[config.mk]
export PLATFORM = sky130hd
export DESIGN_NAME = conf_nports_lite_flat
export DESIGN_NICKNAME = d
export VERILOG_FILES = /design/src/rtl/conf_nports_lite_if.sv /design/src/rtl/conf_nports_lite.sv /design/src/flat_wrapper.sv
export SDC_FILE = /design/constraint.sdc
export NUM_CORES = 1
export LEC_CHECK = 0
export BUFFER_PORTS_ARGS = -buffer_cell sky130_fd_sc_hd__buf_2
export CORE_ASPECT_RATIO = 0.7
export CORE_UTILIZATION = 55
export DETAILED_ROUTE_END_ITERATION = 10
export HOLD_SLACK_MARGIN = 0.05
export PLACE_DENSITY_LB_ADDON = 0.25
export SETUP_SLACK_MARGIN = 0.4
export SYNTH_ARGS = -nofsm -noshare
export SYNTH_HDL_FRONTEND = slang
export SYNTH_SLANG_ARGS = --single-unit
[constraint.sdc]
create_clock -name ACLK -period 27.1 [get_ports ACLK]
set_clock_uncertainty 0.05 [all_clocks]
set_input_delay 4.065 -clock ACLK [delete_from_list [all_inputs] [get_ports ACLK]]
set_output_delay 4.065 -clock ACLK [all_outputs]
set_load 0.01 [all_outputs]
[src/rtl/conf_nports_lite_if.sv]
// AXI4-Lite slave bus bundle for conf_nports_lite.
// The master modport is the PS side; the slave modport is the register file.
interface conf_nports_lite_if;
  logic [31:0] awaddr;
  logic        awvalid;
  logic        awready;
  logic [31:0] wdata;
  logic [3:0]  wstrb;
  logic        wvalid;
  logic        wready;
  logic [1:0]  bresp;
  logic        bvalid;
  logic        bready;
  logic [31:0] araddr;
  logic        arvalid;
  logic        arready;
  logic [31:0] rdata;
  logic [1:0]  rresp;
  logic        rvalid;
  logic        rready;

  modport master (
    output awaddr, awvalid, wdata, wstrb, wvalid, bready, araddr, arvalid, rready,
    input  awready, wready, bresp, bvalid, arready, rdata, rresp, rvalid
  );

  modport slave (
    input  awaddr, awvalid, wdata, wstrb, wvalid, bready, araddr, arvalid, rready,
    output awready, wready, bresp, bvalid, arready, rdata, rresp, rvalid
  );
endinterface

[src/rtl/conf_nports_lite.sv]
// Multi-channel AXI4-Lite config register file with per-channel start/busy/done.
// Optional macro CONF_IRQ_MASK_EN adds an IRQ mask (idx 1022) and W1C sticky done bits (idx 1021).
module conf_nports_lite #(
  parameter logic [31:0] ADDR_BASE = 32'h0,
  parameter int unsigned NCH       = 2,
  parameter int unsigned NREG      = 4,
  parameter int unsigned W         = 32
) (
  input  logic                    ACLK,
  input  logic                    ARESET,
  conf_nports_lite_if.slave       s_axi,
  output logic [NCH-1:0]          CONFIG_VALID,
  input  logic [NCH-1:0]          CONFIG_READY,
  input  logic [NCH-1:0]          CONFIG_DONE,
  output logic [NCH*NREG*W-1:0]   CONFIG_DATA,
  output logic [NCH-1:0]          CONFIG_IRQ
);

  localparam int unsigned NB      = W / 8;
  localparam logic [1:0] RESP_OK  = 2'b00;
  localparam logic [1:0] RESP_ERR = 2'b10;
  localparam logic [9:0] IDX_STATUS = 10'd1023;
`ifdef CONF_IRQ_MASK_EN
  localparam logic [9:0] IDX_MASK   = 10'd1022;
  localparam logic [9:0] IDX_DONE   = 10'd1021;
`endif

  typedef enum logic {R_IDLE, R_DATA} rstate_t;
  typedef enum logic [1:0] {W_IDLE, W_COLLECT, W_RESP} wstate_t;

  logic           alive;
  logic [NCH-1:0] busy;
  logic [W-1:0]   cnt [NCH];
`ifdef CONF_IRQ_MASK_EN
  logic [NCH-1:0] irq_mask;
  logic [NCH-1:0] done_sticky;
`endif

  // Word decode: outside the 4 KB window, past the last channel or past the last register.
  function automatic logic addr_bad(input logic [31:0] a);
    logic [9:0] idx;
    idx = a[11:2];
    if (a[31:12] != ADDR_BASE[31:12]) return 1'b1;
    if (idx == IDX_STATUS) return 1'b0;
`ifdef CONF_IRQ_MASK_EN
    if (idx == IDX_MASK || idx == IDX_DONE) return 1'b0;
`endif
    if (idx[9:6] >= 4'(NCH)) return 1'b1;
    if ({1'b0, idx[5:0]} >= 7'(NREG)) return 1'b1;
    return 1'b0;
  endfunction

  // Readies stay low until the first cycle after reset release.
  always_ff @(posedge ACLK or posedge ARESET) begin
    if (ARESET) alive <= 1'b0;
    else        alive <= 1'b1;
  end

  // ---------------- read channel ----------------
  rstate_t      rstate, rstate_nxt;
  logic [9:0]   rd_idx;
  logic         rd_hs;
  logic         rd_bad_c;
  logic [W-1:0] rd_data_c;

  assign rd_idx        = s_axi.araddr[11:2];
  assign s_axi.arready = alive && (rstate == R_IDLE);
  assign s_axi.rvalid  = (rstate == R_DATA);
  assign rd_hs         = s_axi.arvalid && s_axi.arready;

  always_comb begin
    rstate_nxt = rstate;
    case (rstate)
      R_IDLE:  if (rd_hs) rstate_nxt = R_DATA;
      R_DATA:  if (s_axi.rready) rstate_nxt = R_IDLE;
      default: rstate_nxt = R_IDLE;
    endcase
  end

  // Reg 0 of a channel reads back its busy-cycle counter.
  always_comb begin
    rd_bad_c  = addr_bad(s_axi.araddr);
    rd_data_c = '0;
    if (!rd_bad_c) begin
      if (rd_idx == IDX_STATUS) rd_data_c = W'(busy);
`ifdef CONF_IRQ_MASK_EN
      else if (rd_idx == IDX_MASK) rd_data_c = W'(irq_mask);
      else if (rd_idx == IDX_DONE) rd_data_c = W'(done_sticky);
`endif
      else begin
        for (int ch = 0; ch < NCH; ch++) begin
          for (int rr = 0; rr < NREG; rr++) begin
            if (rd_idx[9:6] == 4'(ch) && rd_idx[5:0] == 6'(rr))
              rd_data_c = (rr == 0) ? cnt[ch] : CONFIG_DATA[(ch*NREG+rr)*W +: W];
          end
        end
      end
    end
  end

  always_ff @(posedge ACLK or posedge ARESET) begin
    if (ARESET) begin
      rstate      <= R_IDLE;
      s_axi.rdata <= '0;
      s_axi.rresp <= RESP_OK;
    end else begin
      rstate <= rstate_nxt;
      if (rd_hs) begin
        s_axi.rdata <= rd_data_c;
        s_axi.rresp <= rd_bad_c ? RESP_ERR : RESP_OK;
      end
    end
  end

  // ---------------- write channel ----------------
  wstate_t        wstate, wstate_nxt;
  logic           aw_got, w_got;
  logic [31:0]    awaddr_q;
  logic [W-1:0]   wdata_q;
  logic [NB-1:0]  wstrb_q;
  logic [1:0]     bresp_q;
  logic [9:0]     wr_idx;
  logic           aw_hs, w_hs, commit_c, wr_blocked_c, wr_ok_c;

  assign s_axi.awready = alive && !aw_got && (wstate != W_RESP);
  assign s_axi.wready  = alive && !w_got  && (wstate != W_RESP);
  assign s_axi.bvalid  = (wstate == W_RESP);
  assign s_axi.bresp   = bresp_q;
  assign aw_hs         = s_axi.awvalid && s_axi.awready;
  assign w_hs          = s_axi.wvalid  && s_axi.wready;
  assign wr_idx        = awaddr_q[11:2];
  assign commit_c      = (wstate == W_COLLECT) && aw_got && w_got;

  always_comb begin
    wstate_nxt = wstate;
    case (wstate)
      W_IDLE:    if (aw_hs || w_hs) wstate_nxt = W_COLLECT;
      W_COLLECT: if (aw_got && w_got) wstate_nxt = W_RESP;
      W_RESP:    if (s_axi.bready) wstate_nxt = W_IDLE;
      default:   wstate_nxt = W_IDLE;
    endcase
  end

  // A channel with a pending start or a running job rejects all writes.
  always_comb begin
    wr_blocked_c = 1'b0;
    for (int ch = 0; ch < NCH; ch++)
      if (wr_idx[9:6] == 4'(ch) && (CONFIG_VALID[ch] || busy[ch])) wr_blocked_c = 1'b1;
    wr_ok_c = commit_c && !addr_bad(awaddr_q) && !wr_blocked_c && (wr_idx != IDX_STATUS);
  end

  always_ff @(posedge ACLK or posedge ARESET) begin
    if (ARESET) begin
      wstate   <= W_IDLE;
      aw_got   <= 1'b0;
      w_got    <= 1'b0;
      awaddr_q <= '0;
      wdata_q  <= '0;
      wstrb_q  <= '0;
      bresp_q  <= RESP_OK;
    end else begin
      wstate <= wstate_nxt;
      if (aw_hs) begin
        aw_got   <= 1'b1;
        awaddr_q <= s_axi.awaddr;
      end
      if (w_hs) begin
        w_got   <= 1'b1;
        wdata_q <= s_axi.wdata;
        wstrb_q <= s_axi.wstrb;
      end
      if (commit_c) begin
        aw_got  <= 1'b0;
        w_got   <= 1'b0;
        bresp_q <= wr_ok_c ? RESP_OK : RESP_ERR;
      end
    end
  end

  // ---------------- channel registers, start handshake, busy counter ----------------
  always_ff @(posedge ACLK or posedge ARESET) begin
    if (ARESET) begin
      CONFIG_DATA  <= '0;
      CONFIG_VALID <= '0;
      busy         <= '0;
      for (int ch = 0; ch < NCH; ch++) cnt[ch] <= '0;
    end else begin
      for (int ch = 0; ch < NCH; ch++) begin
        // A new handshake beats a coincident DONE.
        if (CONFIG_VALID[ch] && CONFIG_READY[ch]) begin
          CONFIG_VALID[ch] <= 1'b0;
          busy[ch]         <= 1'b1;
          cnt[ch]          <= '0;
        end else if (CONFIG_DONE[ch]) begin
          busy[ch] <= 1'b0;
        end else if (busy[ch] && cnt[ch] != '1) begin
          cnt[ch] <= cnt[ch] + W'(1);
        end
      end
      if (wr_ok_c) begin
        for (int ch = 0; ch < NCH; ch++) begin
          for (int rr = 0; rr < NREG; rr++) begin
            if (wr_idx[9:6] == 4'(ch) && wr_idx[5:0] == 6'(rr)) begin
              for (int b = 0; b < NB; b++)
                if (wstrb_q[b]) CONFIG_DATA[(ch*NREG+rr)*W + b*8 +: 8] <= wdata_q[b*8 +: 8];
              if (rr == 0) CONFIG_VALID[ch] <= 1'b1;
            end
          end
        end
      end
    end
  end

`ifdef CONF_IRQ_MASK_EN
  // Sticky done wins over a coincident W1C clear so no completion is lost.
  always_ff @(posedge ACLK or posedge ARESET) begin
    if (ARESET) begin
      irq_mask    <= '0;
      done_sticky <= '0;
    end else begin
      for (int i = 0; i < NCH; i++) begin
        if (wr_ok_c && wr_idx == IDX_MASK && wstrb_q[i/8]) irq_mask[i] <= wdata_q[i];
        done_sticky[i] <= CONFIG_DONE[i] |
          (done_sticky[i] & ~(wr_ok_c && wr_idx == IDX_DONE && wstrb_q[i/8] && wdata_q[i]));
      end
    end
  end

  assign CONFIG_IRQ = done_sticky & irq_mask;
`else
  assign CONFIG_IRQ = ~busy & ~CONFIG_VALID;
`endif

endmodule
[src/flat_wrapper.sv]
// flat-port wrapper written by rule: the top's interface ports become plain ports
module conf_nports_lite_flat 
#(
  parameter logic [31:0] ADDR_BASE = 32'h0,
  parameter int unsigned NCH       = 2,
  parameter int unsigned NREG      = 4,
  parameter int unsigned W         = 32
)
  (ACLK, ARESET, CONFIG_VALID, CONFIG_READY, CONFIG_DONE, CONFIG_DATA, CONFIG_IRQ, s_axi_awaddr, s_axi_awvalid, s_axi_wdata, s_axi_wstrb, s_axi_wvalid, s_axi_bready, s_axi_araddr, s_axi_arvalid, s_axi_rready, s_axi_awready, s_axi_wready, s_axi_bresp, s_axi_bvalid, s_axi_arready, s_axi_rdata, s_axi_rresp, s_axi_rvalid);
  conf_nports_lite_if s_axi_i ();
  input  logic ACLK;
  input  logic ARESET;
  output logic [NCH-1:0] CONFIG_VALID;
  input  logic [NCH-1:0] CONFIG_READY;
  input  logic [NCH-1:0] CONFIG_DONE;
  output logic [NCH*NREG*W-1:0] CONFIG_DATA;
  output logic [NCH-1:0] CONFIG_IRQ;
  input wire logic [$bits(s_axi_i.awaddr)-1:0] s_axi_awaddr;
  input wire logic [$bits(s_axi_i.awvalid)-1:0] s_axi_awvalid;
  input wire logic [$bits(s_axi_i.wdata)-1:0] s_axi_wdata;
  input wire logic [$bits(s_axi_i.wstrb)-1:0] s_axi_wstrb;
  input wire logic [$bits(s_axi_i.wvalid)-1:0] s_axi_wvalid;
  input wire logic [$bits(s_axi_i.bready)-1:0] s_axi_bready;
  input wire logic [$bits(s_axi_i.araddr)-1:0] s_axi_araddr;
  input wire logic [$bits(s_axi_i.arvalid)-1:0] s_axi_arvalid;
  input wire logic [$bits(s_axi_i.rready)-1:0] s_axi_rready;
  output wire logic [$bits(s_axi_i.awready)-1:0] s_axi_awready;
  output wire logic [$bits(s_axi_i.wready)-1:0] s_axi_wready;
  output wire logic [$bits(s_axi_i.bresp)-1:0] s_axi_bresp;
  output wire logic [$bits(s_axi_i.bvalid)-1:0] s_axi_bvalid;
  output wire logic [$bits(s_axi_i.arready)-1:0] s_axi_arready;
  output wire logic [$bits(s_axi_i.rdata)-1:0] s_axi_rdata;
  output wire logic [$bits(s_axi_i.rresp)-1:0] s_axi_rresp;
  output wire logic [$bits(s_axi_i.rvalid)-1:0] s_axi_rvalid;
  assign s_axi_i.awaddr = s_axi_awaddr;
  assign s_axi_i.awvalid = s_axi_awvalid;
  assign s_axi_i.wdata = s_axi_wdata;
  assign s_axi_i.wstrb = s_axi_wstrb;
  assign s_axi_i.wvalid = s_axi_wvalid;
  assign s_axi_i.bready = s_axi_bready;
  assign s_axi_i.araddr = s_axi_araddr;
  assign s_axi_i.arvalid = s_axi_arvalid;
  assign s_axi_i.rready = s_axi_rready;
  assign s_axi_awready = s_axi_i.awready;
  assign s_axi_wready = s_axi_i.wready;
  assign s_axi_bresp = s_axi_i.bresp;
  assign s_axi_bvalid = s_axi_i.bvalid;
  assign s_axi_arready = s_axi_i.arready;
  assign s_axi_rdata = s_axi_i.rdata;
  assign s_axi_rresp = s_axi_i.rresp;
  assign s_axi_rvalid = s_axi_i.rvalid;
  conf_nports_lite #(.ADDR_BASE(ADDR_BASE), .NCH(NCH), .NREG(NREG), .W(W)) u_core (.ACLK(ACLK), .ARESET(ARESET), .s_axi(s_axi_i), .CONFIG_VALID(CONFIG_VALID), .CONFIG_READY(CONFIG_READY), .CONFIG_DONE(CONFIG_DONE), .CONFIG_DATA(CONFIG_DATA), .CONFIG_IRQ(CONFIG_IRQ));
endmodule
==> results of run 1 <==
kinds of logic (layout without fill, tap and decap cells):
kind of cell / Yosys count / count (layout) / synth area share
fa+ha+maj: 2 / 2 / 0.00126
simple gates: 402 / 402 / 0.106
mux: 351 / 351 / 0.197
compound gates: 348 / 348 / 0.120
buf+inv: 147 / 550 / 0.0288
other cells: 2 / 6 / 0.000378
flops: 430 / 430 / 0.541
xor+xnor: 12 / 12 / 0.00529
area by class of cell:
cell class                      instances  area [sq um]  share of cell area
Antenna cell                            3          7.51            0.000316
Clock buffer                           59          1260              0.0530
Clock inverter                         13           111             0.00469
Inverter                               51           199             0.00838
Multi-Input combinational cell       1118          8590               0.362
Sequential cell                       430         10800               0.453
Tap cell                              472           591              0.0249
Timing Repair Buffer                  427          2210              0.0931
per-stage QoR:
stage	setup slack (ns)	util	hold slack (ns)	instances	area, sq um
after floorplan	11.01	-	0.369	1695	19900
after global placement	19.79	0.636	0.375	2498	22400
after detailed placement	19.71	0.636	0.391	2498	22400
after CTS	20.33	0.675	0.400	2570	23700
after global routing	20.10	0.675	0.445	2572	23700
final	20.17	0.675	0.405	2573	23700
registers in the layout (all words and copies together), names as in the netlist:
name,count
u_core.wstrb_q,4
u_core.CONFIG_VALID,2
u_core.w_got,1
u_core.s_axi.rvalid,1
u_core.s_axi.rresp,1
u_core.awaddr_q,30
u_core.wstate,2
u_core.cnt,64
u_core.alive,1
u_core.wdata_q,32
u_core.busy,2
u_core.s_axi.bresp,1
u_core.CONFIG_DATA,256
u_core.s_axi.rdata,32
u_core.aw_got,1
critical path, cell delays in order:
cell	delay (ns)
buf_4	0.58
buf_4	0.81
nor2b_2	0.89
buf_4	0.38
a21oi_1	0.12
o221ai_1	0.22
a32o_1	0.20
power by group:
group	internal (mW)	total [mW]	switching (mW)
sequential	0.644	0.648	0.00357
clock	0.334	0.591	0.256
combinational	0.0155	0.0549	0.0394
total	0.994	1.29	0.299
layout by cell type (no fill, tap or decap), types with 4 or more instances in the layout:
master     netlist  final
a31oi_1          6      6
a22oi_1          6      6
clkbuf_1        72      6
nand2b_1         8      7
clkbuf_8         0      8
clkbuf_16        0     45
and3_1          11     11
buf_4            2     23
o22ai_1          9      9
nor3_1          12     12
nor4_1          18     17
mux2_2         326    326
a2bb2oi_1        4      4
nand4_1         23     23
a32o_1          26     26
inv_1           51     50
buf_2           10    403
mux2i_1         25     25
nor2b_1         32     29
a311oi_1        27     27
o221ai_1        52     52
o31ai_1         19     19
nand3_1         42     42
xnor2_1          7      7
or3_1           26     26
nor2_1          77     76
o21ai_0         65     65
xor2_1           5      5
a221o_1          4      4
o211ai_1         6      6
dfrtp_1        430    430
or4_1           20     20
clkinv_2         0      9
nand2_1        110    110
a21oi_1        101    101
layer usage:
layer  GRT usage  up-vias  wire [um]
met3      0.0902      180       6530
met5           0        -          0
met1       0.480     8307      26200
met4       0.138        0       2620
li1            -     7062          -
met2       0.518      888      28800
final timing paths:
kind                                                 from                                  end  slack (ns)  depth (start not counted)
min in group asynchronous                          ARESET           u_core.cnt[35]$_DFFE_PP0P_        3.56                          2
setup reg to reg           u_core.awaddr_q[8]$_DFFE_PP0P_  u_core.CONFIG_DATA[139]$_DFFE_PP0P_       22.58                          7
hold / removal               u_core.wstate[1]$_DFFE_PP0P_         u_core.wstate[0]$_DFFE_PP0P_        0.41                          1
max in group asynchronous                          ARESET      u_core.awaddr_q[18]$_DFFE_PP0P_       21.15                          4
setup / recovery                          s_axi_araddr[3]   u_core.s_axi.rdata[21]$_DFFE_PP0P_       20.17                          7
hold reg to reg              u_core.wstate[1]$_DFFE_PP0P_         u_core.wstate[0]$_DFFE_PP0P_        0.41                          1
==> results by group, run 1 <==
Clocking
  – Post-CTS setup buffer count: 0
  – # clock sinks: 430
  – Cts bufs inserted: 43
  – Max H-tree Level: 2
  – CTS tree: done
  – Worst-Skew Late Latency: 0.56 ns
  – Worst-path clk slew: around 0.06 ns
  – Hold buffer count at CTS: 0
  – Clock Tree Root: clkbuf_16
  – Post-CTS resize count: 0
  – Bufs on Longest Clock Path: 3

Timing
  – Relative slew slack: 0.189
  – Minimum clock period: 6.93 ns
  – Maximum clock frequency: 144 MHz
  – Final count of pins violating max slew: 0
  – Final setup viols: 0
  – Worst Tran Pin Value: 1.22 ns
  – Fin. Hold Viols: 0
  – Tcrit/Tclk final: 0.256
  – RSZ-0062 raised after global routing: no
  – Sum Neg Setup Slack: 0 ns

Placement
  – IO buf count: 405
  – GP Congestion: roughly 0.98
  – Post-DP HPWL: 45.3 mm

Cells and area
  – Final #Nets: ~2.2k
  – Final-layout fill cell count: 2623
  – Synth-to-Final Area Change: 19.3%
  – Share of layout cells above drive strength 1: 0.400

Synthesis
  – Post-Syn Area: 19900 sq um
  – Async set-reset flop share out of synthesis: 1.00
  – Sequential share of the synthesized area: 0.541
  – Synth Flop Type: dfrtp_1
  – Syn avg cell area: 11.7 sq um
  – Synth area leaders: dfrtp_1, mux2_2, a21oi_1
  – Share of the synthesized area in the top cell type: 0.541
  – Most frequent cell after synthesis: dfrtp_1
  – Area leader, netlist: dfrtp_1
  – Number of flops mapped to enable cells by yosys: 0
  – Yosys cell types: 63
  – Yosys warns: 0
  – Synth top cells by count: dfrtp_1, mux2_2, nand2_1, a21oi_1, nor2_1
  – Mapped Cells: around 1.7k
  – Yosys reg bits: 430

Setup path
  – WS Path Type: in2reg
  – Crit path launch type: input port
  – CP arrival: 7.38 ns
  – CP Max Fanout: 72
  – Crit end category: register
  – Worst EP required: 27.55 ns

Outcome
  – Status: finished clean

Power and ir drop
  – Worst VDD drop: 0.0635 mV
  – Cell area power density: 54.5 nW/um^2
  – Final Total Pwr: around 1.3 mW
  – Leak: 12.2 nW

Global routing
  – GRT Util Overall: 0.345
  – Number of global-route vias before repair: 16.2k
  – First-pass GRT wire length: 97.9 mm
  – Gr ovfl total: 0
  – Largest net degree at the start of global routing: between 150 and 200
  – Initial antenna violation count: 3

Worst hold path
  – HP Class: reg2reg

Drt
  – Number of remaining DRC errors: 0
  – Post-DRT Antenna Nets: 0
  – Initial DRC count: 1892
  – Via count: around 16k
  – Final wirelength: 64.1 mm
  – Via density: 6.39
  – First-pass iteration count of the detailed router: 5
  – Post-DR wirelength/cell: between 20 and 25 um

Run
  – Max-cap violations: 0

Die
  – # IOs: 412
  – Initial Util: 0.566
  – Die width: approximately 230 um
  – Core box area: 35200 sq um
  – Area of the die: 36900 sq um
  – Chip height: between 150 and 200 um
  – Num rows: 57
Note: power is estimated with default switching activity, not from simulation.
==> run 2: changes to the inputs <==
- CORE_UTILIZATION: 55 -> 50
- clock period: 27.1 -> 5.6 ns (I/O delays scaled with it)
==> run 2 against run 1 <==
  * Flip-flop and latch count unchanged
  * Routed wire length up 2.0%
  * Worst setup slack worse by 19 ns
==> results by group, run 2 (synthesis results as in run 1) <==
Clocking
  – Post-CTS resize count: 0 (unchanged)
  – # clock sinks: 430 (unchanged)
  – Post-CTS setup buffer count: 0 (unchanged)
  – Worst-Skew Late Latency: 0.56 ns (about the same)
  – Clock Tree Root: clkbuf_16
  – Worst-path clk slew: 0.07 ns (about the same)
  – CTS tree: done
  – Cts bufs inserted: 43 (unchanged)
  – Hold buffer count at CTS: 0 (unchanged)
  – Bufs on Longest Clock Path: 3 (unchanged)
  – Max H-tree Level: 2 (unchanged)

Setup path
  – Slowest stage delay, CP: 0.99 ns (+0.10 ns)
  – Crit path launch type: register
  – WS Path Type: reg2reg
  – CP Max Fanout: 24 (-67%)
  – Crit end category: register
  – CP arrival: 4.35 ns (-3.03 ns)
  – Crit path max-delay cell type: nor4_4
  – CP Cell Sequence: buf_4 -> nor3_1 -> o211ai_1 -> nor4_4 -> nand3_1 -> mux2_2
  – Worst EP required: 5.99 ns (-21.56 ns)

Die
  – Chip height: 169 um (+4.8%)
  – Core box area: 38800 sq um (+10%)
  – Area of the die: 40600 sq um (+9.9%)
  – # IOs: 412 (unchanged)
  – Die width: 240 um (+4.8%)
  – Num rows: 60 (+5.3%)
  – Initial Util: 0.512 (-0.0532)

Placement
  – Post-DP HPWL: 46.1 mm (+1.8%)
  – Post-placement cell area: 22500 sq um (+0.54%)
  – Placed Cells: 2557 (+2.4%)
  – GP Congestion: 0.941 (-4.0%)
  – IO buf count: 405 (unchanged)

Cells and area
  – Most flops, register: u_core.CONFIG_DATA
  – Seq. cell area: 10800 sq um (unchanged)
  – Finished Cell Area: 24100 sq um (+1.4%)
  – Final-layout fill cell count: 3137 (+20%)
  – Commonest non-fill, non-tap cell in the layout: dfrtp_1
  – Finished Layout Cells: 2637 (+2.5%)
  – Final #Nets: 2188 (+0.18%)
  – Footprint of the multi-input gates: 8590 sq um (unchanged)
  – Synth-to-Final Area Change: 21.0%
  – Max reg flops: 256 (unchanged)
  – Biggest regs: u_core.CONFIG_DATA: 256 flops, u_core.cnt: 64 flops
  – Share of layout cells above drive strength 1: 0.403 (+0.00285)
  – Most frequent cells in the layout: dfrtp_1, buf_2, mux2_2, nand2_1, a21oi_1

Drt
  – Via density: 6.21 (-2.8%)
  – Post-DRT Antenna Nets: 0 (unchanged)
  – Post-DR wirelength/cell: 24.8 um (-0.46%)
  – Initial DRC count: 1564 (-17%)
  – First-pass iteration count of the detailed router: 6 (+1)
  – Number of remaining DRC errors: 0 (unchanged)
  – Final wirelength: 65.4 mm (+2.0%)
  – Via count: 16.4k (-0.40%)

Power and ir drop
  – NetSw: 1.49 mW (+400%)
  – Leak: 12.3 nW (+0.93%)
  – Switch share: 0.225 (-0.00689)
  – Clk pwr share: 0.487 (+0.030)
  – P_int: 5.15 mW (+420%)
  – Worst VDD drop: 0.246 mV (+290%)
  – Power share of the combinational group: 0.041 (about the same)
  – Seq pwr share: 0.472 (-0.029)
  – Cell area power density: 276 nW/um^2 (+410%)

Run
  – Max-cap violations: 0 (unchanged)

Timing
  – Sum Neg Setup Slack: 0 ns (unchanged)
  – Worst Tran Pin Value: 1.21 ns (-0.00848 ns)
  – Final count of pins violating max slew: 0 (unchanged)
  – Minimum clock period: 3.95 ns
  – Fin. Hold Viols: 0 (unchanged)
  – Tcrit/Tclk final: 0.706
  – RSZ-0062 raised after global routing: no
  – Relative slew slack: 0.194 (+0.00479)
  – Final setup viols: 0 (unchanged)
  – Maximum clock frequency: 253 MHz

Global routing
  – Largest net degree at the start of global routing: 128 (-24%)
  – Number of global-route vias before repair: 16.1k (-0.99%)
  – Initial antenna violation count: 2 (-1)
  – GRT Util Overall: 0.323 (-0.0220)
  – First-pass GRT wire length: 99.4 mm (+1.6%)
  – Gr ovfl total: 0 (unchanged)

Worst hold path
  – HP Class: in2async

Outcome
  – Status: finished clean
run 2: cell count changes in the layout (fill, tap and decap cells not counted), moves of 2 or more:
cell,change
bufinv_16,+7
clkinvlp_4,+2
buf_12,+2
buf_4,+2
clkinv_2,-2
run 2: area by class of cell:
type                    count  area share
diodes                      2    0.000208
clock buffers              59      0.0523
clock inverters            19      0.0133
inverters                  51     0.00811
multi-input cells        1118       0.357
flip-flops and latches    430       0.447
well taps                 527      0.0274
repair buffers            431      0.0941
run 2: stage by stage:
step / hold slack (ns) / setup slack (ns) / power [mW] / util
after floorplan: 0.369 / -1.10 / 3.34 / -
after global placement: 0.380 / 1.84 / 3.46 / 0.579
after detailed placement: 0.414 / 1.75 / 3.46 / 0.579
after CTS: 0.228 / 1.73 / 6.66 / 0.620
after global routing: 0.245 / 1.49 / 6.82 / 0.620
final: 0.226 / 1.65 / 6.64 / 0.620
run 2: per-layer routing:
| metal | share of wire | track usage | vias up |
|---|---|---|---|
| li1 | - | - | 7081 |
| met1 | 0.42 | 0.463 | 8346 |
| met2 | 0.45 | 0.477 | 817 |
| met3 | 0.098 | 0.0820 | 125 |
| met4 | 0.030 | 0.108 | 2 |
| met5 | 0.00020 | 0 | - |
run 2: worst paths after layout:
kind | start | to | slack [ns] | cells after the start
max in group asynchronous | ARESET | u_core.CONFIG_DATA[11]$_DFFE_PP0P_ | 4.20 | 3
min in group ACLK | u_core.wstate[1]$_DFFE_PP0P_ | u_core.wstate[0]$_DFFE_PP0P_ | 0.42 | 1
min | ARESET | u_core.CONFIG_DATA[7]$_DFFE_PP0P_ | 0.23 | 2
min reg2reg | u_core.wstate[1]$_DFFE_PP0P_ | u_core.wstate[0]$_DFFE_PP0P_ | 0.42 | 1
max reg2reg | u_core.awaddr_q[8]$_DFFE_PP0P_ | u_core.CONFIG_DATA[219]$_DFFE_PP0P_ | 1.65 | 6
max | u_core.awaddr_q[8]$_DFFE_PP0P_ | u_core.CONFIG_DATA[219]$_DFFE_PP0P_ | 1.65 | 6
run 2: critical path: cells and delay by family (launching register included):
family                 cells  cell delay (ns)
AO/OA/AOI/OAI              1             0.42
AND/OR/NAND/NOR            3             2.21
flip-flops                 1             0.40
buffers and inverters      1             0.26
multiplexers               1             0.48
run 2: power groups by stage:
stage / combinational (mW) / sequential (mW) / clock (mW)
3_3_place_gp: 0.265 / 3.19 / 0
4_1_cts: 0.272 / 3.13 / 3.26
6_report: 0.273 / 3.13 / 3.23
5_1_grt: 0.301 / 3.13 / 3.38
3_5_place_dp: 0.271 / 3.19 / 0
2_1_floorplan: 0.156 / 3.19 / 0
